<file path="src/rtl/scan_decoder.sv">
// scan_decoder: binary-to-one-hot decoder with registered outputs.
// DIRECT mode decodes sel with one cycle of latency; SCAN mode walks an
// internal index across every output, holding each one for DWELL cycles.
// en=0 blanks the output and freezes the scan position and dwell count.
module scan_decoder #(
    parameter int IN_W  = 2,
    parameter int DWELL = 4
) (
    input  logic                   clk,
    input  logic                   rst_n,
    input  logic                   en,
    input  logic                   mode,
    input  logic [IN_W-1:0]        sel,
    input  logic                   load,
    output logic [(1<<IN_W)-1:0]   out,
    output logic [IN_W-1:0]        idx,
    output logic                   wrap
);

    localparam int OUT_W = 1 << IN_W;
    localparam int CNT_W = (DWELL > 1) ? $clog2(DWELL) : 1;

    localparam logic [CNT_W-1:0] CNT_LAST = CNT_W'(DWELL - 1);
    localparam logic [IN_W-1:0]  IDX_LAST = '1;

    typedef enum logic [1:0] {
        ST_OFF = 2'd0,
        ST_DIR = 2'd1,
        ST_SCN = 2'd2
    } state_e;

    state_e             st_q,   st_d;
    logic [IN_W-1:0]    idx_q,  idx_d;
    logic [CNT_W-1:0]   cnt_q,  cnt_d;
    logic [OUT_W-1:0]   out_q,  out_d;
    logic               wrap_q, wrap_d;

    // Next state, index, dwell count and outputs, all from the current inputs.
    always_comb begin
        st_d   = ST_OFF;
        idx_d  = idx_q;
        cnt_d  = cnt_q;
        wrap_d = 1'b0;

        if (en) begin
            st_d = mode ? ST_SCN : ST_DIR;
        end

        case (st_d)
            ST_DIR: begin
                idx_d = sel;
                cnt_d = '0;
            end
            ST_SCN: begin
                if (load) begin
                    idx_d = sel;
                    cnt_d = '0;
                end else if (cnt_q == CNT_LAST) begin
                    cnt_d  = '0;
                    idx_d  = idx_q + 1'b1;
                    wrap_d = (idx_q == IDX_LAST);
                end else begin
                    cnt_d = cnt_q + 1'b1;
                end
            end
            default: begin
                // OFF: index and dwell count hold so a later re-enable resumes.
                idx_d = idx_q;
                cnt_d = cnt_q;
            end
        endcase

        // Output is decoded from the next index, so it is one-hot or zero only.
        out_d = (st_d == ST_OFF) ? '0 : (OUT_W'(1) << idx_d);
    end

    // State and output registers with asynchronous active-low clear.
    always_ff @(posedge clk or negedge rst_n) begin
        if (!rst_n) begin
            st_q   <= ST_OFF;
            idx_q  <= '0;
            cnt_q  <= '0;
            out_q  <= '0;
            wrap_q <= 1'b0;
        end else begin
            st_q   <= st_d;
            idx_q  <= idx_d;
            cnt_q  <= cnt_d;
            out_q  <= out_d;
            wrap_q <= wrap_d;
        end
    end

    assign out  = out_q;
    assign idx  = idx_q;
    assign wrap = wrap_q;

endmodule

</file>
<file path="config.mk">
export PLATFORM = sky130hd
export DESIGN_NAME = scan_decoder
export DESIGN_NICKNAME = d
export VERILOG_FILES = /design/src/rtl/scan_decoder.sv
export SDC_FILE = /design/constraint.sdc
export NUM_CORES = 1
export LEC_CHECK = 0
export CAP_MARGIN = 10
export CELL_PAD_IN_SITES_DETAIL_PLACEMENT = 2
export CELL_PAD_IN_SITES_GLOBAL_PLACEMENT = 2
export CORE_AREA = 4 4 45 47
export DETAILED_ROUTE_END_ITERATION = 10
export DIE_AREA = 0 0 49 51
export PLACE_DENSITY_LB_ADDON = 0.1
export SYNTH_ARGS = -nofsm -noshare
export SYNTH_HDL_FRONTEND = slang
export SYNTH_SLANG_ARGS = --single-unit
export TNS_END_PERCENT = 10
</file>
<file path="constraint.sdc">
create_clock -name clk -period 2.2 [get_ports clk]
set_clock_uncertainty 0.05 [all_clocks]
set_input_delay 0.22 -clock clk [delete_from_list [all_inputs] [get_ports clk]]
set_output_delay 0.22 -clock clk [all_outputs]
set_load 0.02 [all_outputs]
</file>
Word level (Yosys, flattened, before mapping)
Cells that the tools add are included.
Widths: inputs -> output; s select.
{"block": "op_classes", "addsub": 2, "n_eq_ne": 4, "n_shift": 1, "n_mux": 12, "reduce_logical": 2}
{"operator": "$mux 2", "count": 6}
{"operator": "$pmux 2 s2", "count": 2}
{"operator": "$eq 2x2->1 const B", "count": 3}
{"operator": "$add 2x1->2 const B", "count": 2}
{"operator": "$mux 4", "count": 1}
{"operator": "$shl 1x2->4 const A", "count": 1}
{"operator": "$mux 1", "count": 3}
{"operator": "$eq 2x1->1 const B", "count": 1}
{"operator": "$logic_not 2->1", "count": 1}
{"operator": "$reduce_bool 2->1", "count": 1}
{"block": "totals", "regBits": 9, "in_bits": 7, "out_inout_bits": 7, "elab_cells": 25}

Longest topological paths before layout
Gate-level depths: netlist (run 1).
{"block": "depth", "word_depth": 6, "ltp_mapped": 5, "ltp_nobuf": 5}

Worst setup path before layout (run 1)
OpenSTA, ideal clock, no wires.
{"block": "synth_timing", "path_type": "reg-to-reg", "from": "reg idx_q[0] (netlist: idx[0])", "to": "reg idx_q[1] (netlist: idx[1])", "setup_ns": 0.137, "arrival_ns": 1.271, "required_ns": 2.013, "path_slack_ns": 0.742, "path_stages_with_launch": 6, "n_path_buf": 0, "period_less_slack_ns": 1.458, "cell_sequence": "dfrtp_1 > ha_1 > mux2i_1 > nor2_1 > a31oi_1 > o21ai_0"}
{"block": "synth_via", "elab_chain_len": 4}
{"item": "start: declaration", "line": "33", "text": "logic [IN_W-1:0] idx_q, idx_d;"}
{"item": "start signal: assignment", "line": "87", "text": "idx_q <= idx_d;"}
{"item": "$add 2x1->2", "line": "60", "text": "idx_d = idx_q + 1'b1;"}
{"item": "$mux 2", "line": "58", "text": "end else if (cnt_q == CNT_LAST) begin"}
{"item": "$mux 2", "line": "55", "text": "if (load) begin"}
{"item": "$pmux 2 s2", "line": "49", "text": "case (st_d)"}
{"item": "via idx_d[1]", "line": "33"}
The timed path passes the listed nets, and every way through them passes these cells.
A chain may end at the register's enable or synchronous reset.

Final worst setup path (run 1)
{"block": "layout_timing", "from": "reg idx_q[0] (netlist: idx[0])", "to": "out idx[0]"}
{"item": "end: declaration", "line": "16", "text": "output logic [IN_W-1:0] idx,"}
No word-level cell between the ends.

==> results.md, run 1 <==
- Crit path capture: idx[0]
- Count of cells resized by post-cts repair: 0
- Clock root buffer: sky130_fd_sc_hd__clkbuf_4
- Share of total power in sequential cells: 0.466
- Outcome: completed
- Warnings from Yosys: 0
- CTS tree: done
- Number of global-route vias before repair: 399
- Synthesis-to-layout area growth: 37.6%
- P_sw: 113 uW
- Top-area cell type share of the netlist area: 0.508
- Path category of the worst min-delay check: input port to asynchronous set/reset pin
- Reg2reg start: idx[0]$_DFF_PN0_
- Total power divided by cell area: 667 mW/mm2
- Worst path top cell family by delay: buffers and inverters
- Data required time at the worst endpoint: 1930 ps
- Fraction of layout cells with a size suffix above 1: 0.127
- Die outline height: 51 um
- Combinational power share: 0.224
- Top_reg_cell synth: sky130_fd_sc_hd__dfrtp_1
- Syn_nets: 49
- Avg Synthesized Cell Area: 11.4 um2
- Last weighted congestion value of the routability-driven placer: 0.710
- Total of hold buffers inserted after clock tree synthesis: 0
- Critical path startpoint category: flop
- Number of standard-cell rows in the floorplan: 15
- Worst reg2reg path depth: 5
- GRT Overall Usage: 0.0988
- I/O pin total: 14
- Share of synthesized registers carrying an async set or reset: 1.00
- Post-synthesis instance total: 39
- Clock insertion delay at the later pin of the skew report: approximately 250 ps
- Kind of critical path: flop to primary output
- Number of buffers created by CTS: 3
- Switching share of total power: 0.278
- Placed inst area: roughly 600 um2
- Net count reported at finish: 66
- Routed Antenna Nets: 0
- Min cycle time layout: 1600 ps
- Drt wl/cell: around 15 um
- Fillcell total: 191
- Total core area: between 0.0015 and 0.002 mm2
- Setup repair after global routing missed its margin: false
- Leakage power of the design: 0.000262 uW
- Number of flops mapped to enable cells by yosys: 0
- Yosys reg bits: 9
- Number of failing hold endpoints at the final stage: 0
- Number of different library cells in the post-synthesis netlist: 21
- Category of the worst setup path capture point: primary output
- Fmax achieved: 0.623 GHz
- Width of the die: between 40 and 50 um
- Number of diodes: 0
- Post-Syn Area: 443 um2
- Clock transition at the registers of the reported paths: 60 ps
- Initial core utilization: 0.268
- Crit path largest cell delay: 650 ps
- Critical path buffer and inverter count: 1
- Endpoint arrival time on the critical path: 1330 ps
- Global-route wire length before repair: 1810 um
- Master of the slowest instance on the critical path: sky130_fd_sc_hd__clkdlybuf4s50_1
- Number of vias after detailed routing: 338
- Internal power summed over all cells: 293 uW
- Share of the cycle needed by the critical path after routing: 0.729
- DR vias/cell: 4.69
- Clk pwr share: 0.310
- Number of pins with negative max-slew slack in the final report: 0
- Worst hold slack: 213 ps
- Pre-Repair DR Iteration Count: 2
- Peak ir drop on the vdd network: about 0.20 mV
- Number of antenna violations at the first check in global routing: 0
- Count of port buffers added during placement: 13
- Number of maximum-capacitance violations: 0
- Total congestion overflow after global routing: 0
- DRC violation count after routing: 0
- Number of levels the H-tree was split into: 1
- Drt initial violations: 2
- End of the worst register-to-register path: idx[1]$_DFF_PN0_
- Clock tree sinks: 9
- Full die area: 0.00250 mm2
- Worst setup path start: idx[0]$_DFF_PN0_
- Cells along the critical path: clkdlybuf4s50_1
- Stages on worst setup path: 1
- Maximum clock path buffer count: 2
- Ranking of synthesized cells by area: sky130_fd_sc_hd__dfrtp_1, sky130_fd_sc_hd__ha_1, sky130_fd_sc_hd__a311oi_4, sky130_fd_sc_hd__nand2_1, sky130_fd_sc_hd__nor2_1
- Final-layout setup total negative slack: 0 ps
- Sequential-to-total area share from yosys stat: 0.508
- Hpwl dp: 870 um
- Peak fanout along the critical path: 5
- Maximum number of pins on one net before global-route repair: 11
- Total wirelength of the detailed-routed design: about 1100 um
- Transition time at the pin with the least slew margin: 414 ps
- Relative slew slack: 0.723
- Finish-stage setup viols: 0
- Cell type with the largest total area after synthesis: sky130_fd_sc_hd__dfrtp_1
- Register-to-register setup slack: 620 ps
- Final design area excluding fillers: 609 um2
- Post-CTS Setup Bufs: 0
==> layout by cell type (no fill, tap or decap) <==
cell type                         Yosys  routed
sky130_fd_sc_hd__a21oi_2              1       1
sky130_fd_sc_hd__a311oi_4             1       1
sky130_fd_sc_hd__a31oi_1              1       1
sky130_fd_sc_hd__clkbuf_1             0       1
sky130_fd_sc_hd__clkbuf_4             0       3
sky130_fd_sc_hd__clkdlybuf4s50_1      0      13
sky130_fd_sc_hd__dfrtp_1              9       9
sky130_fd_sc_hd__ha_1                 3       3
sky130_fd_sc_hd__inv_1                3       3
sky130_fd_sc_hd__mux2i_1              1       1
sky130_fd_sc_hd__nand2_1              4       4
sky130_fd_sc_hd__nand2b_1             1       1
sky130_fd_sc_hd__nand2b_2             1       1
sky130_fd_sc_hd__nand3_1              1       1
sky130_fd_sc_hd__nand3b_1             1       1
sky130_fd_sc_hd__nor2_1               4       4
sky130_fd_sc_hd__nor2b_1              1       1
sky130_fd_sc_hd__nor3_1               1       1
sky130_fd_sc_hd__nor3b_2              1       1
sky130_fd_sc_hd__o21ai_0              1       1
sky130_fd_sc_hd__o22ai_1              1       1
sky130_fd_sc_hd__o31ai_1              1       1
sky130_fd_sc_hd__or2_1                1       1
==> kinds of logic after synthesis <==
logic type	count (synthesis)	synth area share
flip-flops	9	0.508
buffers and inverters	4	0.0508
AO/OA/AOI/OAI	6	0.136
AND/OR/NAND/NOR	16	0.198
adder cells (fa/ha/maj)	3	0.0848
multiplexers	1	0.0226
==> Yosys cell counts, types with 3 or more instances <==
library cell              count
sky130_fd_sc_hd__nor2_1       4
sky130_fd_sc_hd__nand2_1      4
sky130_fd_sc_hd__ha_1         3
sky130_fd_sc_hd__inv_1        3
sky130_fd_sc_hd__dfrtp_1      9
==> state kept, by name (all words and copies together) (netlist names) <==
name / cells
idx: 2
cnt_q: 2
out: 4
wrap: 1
==> how the worst min path moves through the flow <==
stage | start | endpoint | slack (ps) | depth (start not counted)
after floorplan | rst_n | cnt_q[0]$_DFFE_PN0N_ | -130 | 0
after global placement | cnt_q[0]$_DFFE_PN0N_ | cnt_q[0]$_DFFE_PN0N_ | 460 | 1
after detailed placement | rst_n | wrap$_DFF_PN0_ | 510 | 1
after CTS | rst_n | wrap$_DFF_PN0_ | 230 | 1
after global routing | rst_n | wrap$_DFF_PN0_ | 250 | 1
final | rst_n | wrap$_DFF_PN0_ | 210 | 1
==> power by group through the flow <==
stage,Clock (uW),Sequential (uW),Combinational [uW]
floorplan,0,203,37.1
global placement,0,191,88.4
detailed placement,0,193,92.8
CTS,132,190,93.6
global route,146,192,100
finish,126,189,90.9
==> final cells by class <==
type                    count  area (um2)  area share
multi-input cells          26         195       0.320
flip-flops and latches      9         225       0.370
well taps                  17        21.3      0.0349
clock buffers               4        26.3      0.0431
repair buffers             13         130       0.214
inverters                   3        11.3      0.0185
==> per-stage QoR <==
stage                     instances  total power [uW]   util  worst slack [ps]
after floorplan                  39               240      -               742
after global placement           68               279  0.353               476
after detailed placement         68               286  0.353               372
after CTS                        72               415  0.369               583
after global routing             72               438  0.369               496
final                            72               406  0.369               595
==> metal layers <==
| metal | track usage | part of all wire |
|---|---|---|
| met4 | 0.0404 | 0 |
| met3 | 0.0525 | 0.076 |
| met2 | 0.172 | 0.53 |
| met1 | 0.0979 | 0.39 |
| met5 | 0 | 0 |
(Power assumes the default switching activity.)
==> run 2, diff against run 1 <==
- CORE_AREA: 4 4 45 47 -> 4 4 47 49
- DIE_AREA: 0 0 49 51 -> 0 0 51 53
- clock period: 2.2 -> 1.7 ns (I/O delays scaled with it)
==> run 2 against run 1 <==
Non-clock buffer count grew 4. Die area grew 8.2%. Sequential share of layout area shrank 2.4 points. Global-route usage shrank 0.18 points. Critical endpoint is now out[0]$_DFF_PN0_. Largest power group unchanged. Highest routed layer is now met4.
==> results.md, run 2 (synthesis gave the netlist of run 1 again) <==
- Outcome: completed
- Die outline height: 53 um
- Endpoint arrival time on the critical path: 1680 ps
- Critical path buffer and inverter count: 0
- Synthesis-to-layout area growth: 47.2%
- Category of the worst setup path capture point: flop
- Critical path startpoint category: flop
- Number of failing hold endpoints at the final stage: 0
- Peak ir drop on the vdd network: ~0.19 mV
- Clock transition at the registers of the reported paths: around 60 ps
- I/O pin total: 14
- Number of global-route vias before repair: 411
- Final-layout setup total negative slack: 0 ps
- Number of antenna violations at the first check in global routing: 0
- DR vias/cell: approximately 4.2
- Drt initial violations: 2
- Met3 wire length: approximately 60 um
- Data required time at the worst endpoint: 1810 ps
- Worst path top cell family by delay: simple AND/OR/NAND/NOR gates
- Highest-count cells in the layout ignoring fill and taps: sky130_fd_sc_hd__clkdlybuf4s50_1, sky130_fd_sc_hd__dfrtp_1, sky130_fd_sc_hd__nor2_1, sky130_fd_sc_hd__nand2_1, sky130_fd_sc_hd__buf_4
- CTS tree: done
- Fraction of layout cells with a size suffix above 1: 0.186
- Min cycle time layout: 1560 ps
- Clock root buffer: sky130_fd_sc_hd__clkbuf_4
- Most common library cell in the layout ignoring fill and taps: sky130_fd_sc_hd__clkdlybuf4s50_1
- DRC violation count after routing: 0
- Initial core utilization: 0.238
- Maximum number of pins on one net before global-route repair: 10
- Fmax achieved: 0.639 GHz
- Number of levels the H-tree was split into: 1
- Setup repair after global routing missed its margin: false
- M1 wire length: approximately 440 um
- Crit path largest cell delay: 420 ps
- Fillcell total: 203
- Number of pins with negative max-slew slack in the final report: 0
- Path category of the worst min-delay check: input port to asynchronous set/reset pin
- Routed Antenna Nets: 0
- Flip-flop and latch area: 225 um2
- Kind of critical path: flop to flop
- Peak fanout along the critical path: 5
- Multi-input gate area in the final layout: approximately 200 um2
- Cells along the critical path: ha_1, or2_1, a21oi_2, a311oi_4, nor3_1
- Width of the die: 51 um
- Count of cells resized by post-cts repair: 0
- Number of buffers created by CTS: 3
- Total core area: 0.00186 mm2
- Total power divided by cell area: 814 mW/mm2
- Finish-stage setup viols: 0
- Transition time at the pin with the least slew margin: 395 ps
- GRT Overall Usage: 0.0970
- Net count reported at finish: 70
- Clock insertion delay at the later pin of the skew report: about 260 ps
- Master of the slowest instance on the critical path: sky130_fd_sc_hd__dfrtp_1
- Max reg flops: 4
- Uppermost routed layer: met4
- Total wirelength of the detailed-routed design: 1070 um
- Hpwl dp: approximately 930 um
- Total of hold buffers inserted after clock tree synthesis: 0
- Relative slew slack: 0.736
- Maximum clock path buffer count: 2
- Pre-Repair DR Iteration Count: 3
- Total congestion overflow after global routing: 0
- Number of vias after detailed routing: roughly 360
- Number of standard-cell rows in the floorplan: 16
- Number of diodes: 0
- Full die area: 0.00270 mm2
- Count of port buffers added during placement: 13
- Clock tree sinks: 9
- Global-route wire length before repair: 1810 um
- Worst hold slack: 150 ps
- Amount of wire on met2 after detailed routing: approximately 520 um
- Last weighted congestion value of the routability-driven placer: 0.719
- Post-CTS Setup Bufs: 0
- Leakage power of the design: 0.000282 uW
- Share of the cycle needed by the critical path after routing: 0.920
- Number of maximum-capacitance violations: 0
- Drt wl/cell: around 12 um
==> run 2: cell types whose count changed in the layout (fill, tap and decap cells not counted) <==
cell                    delta
sky130_fd_sc_hd__buf_4     +4
==> run 2: power breakdown <==
group	total, uW	leakage (uW)	switching (uW)	internal (uW)
logic	123	0.000148	59.9	63.4
registers	245	0.000118	14.3	231
clock network	162	0.0000150	71.8	90.3
==> run 2: metal layers <==
layer / vias to the layer above / GRT usage
li1: 171 / -
met1: 168 / 0.0942
met2: 17 / 0.167
met3: 5 / 0.0225
met4: 0 / 0.0942
met5: - / 0
==> run 2: final timing paths <==
path / startpoint / end / slack, ps / depth (start not counted)
worst max-delay path: cnt_q[0]$_DFFE_PN0N_ / out[0]$_DFF_PN0_ / 140 / 5
worst max register to register: cnt_q[0]$_DFFE_PN0N_ / out[0]$_DFF_PN0_ / 140 / 5
max in group asynchronous: rst_n / idx[0]$_DFF_PN0_ / 1170 / 1
min in group clk: cnt_q[0]$_DFFE_PN0N_ / cnt_q[0]$_DFFE_PN0N_ / 490 / 1
worst min register to register: cnt_q[0]$_DFFE_PN0N_ / cnt_q[0]$_DFFE_PN0N_ / 490 / 1
worst min-delay path: rst_n / idx[1]$_DFF_PN0_ / 150 / 1
==> run 2: area by class of cell <==
cell class,count,area share
Multi-Input combinational cell,26,0.299
Inverter,3,0.0173
Tap cell,27,0.0518
Timing Repair Buffer,17,0.246
Clock buffer,4,0.0403
Sequential cell,9,0.345
==> run 2: worst register-to-register path, delay by kind of cell (launching register included) <==
family	cells	cell delay, ps
AOI/OAI and AO/OA	2	270
and+or+nand+nor	2	480
adders and majority gates	1	250
DFF	1	420
==> run 2: through the flow <==
step	total power, uW	util	instances	setup slack [ps]	instance area [um2]
after floorplan	310	-	39	242	443
after global placement	368	0.336	82	166	626
after detailed placement	376	0.336	82	122	626
after CTS	539	0.350	86	131	652
after global routing	568	0.350	86	39.1	652
final	531	0.350	86	135	652
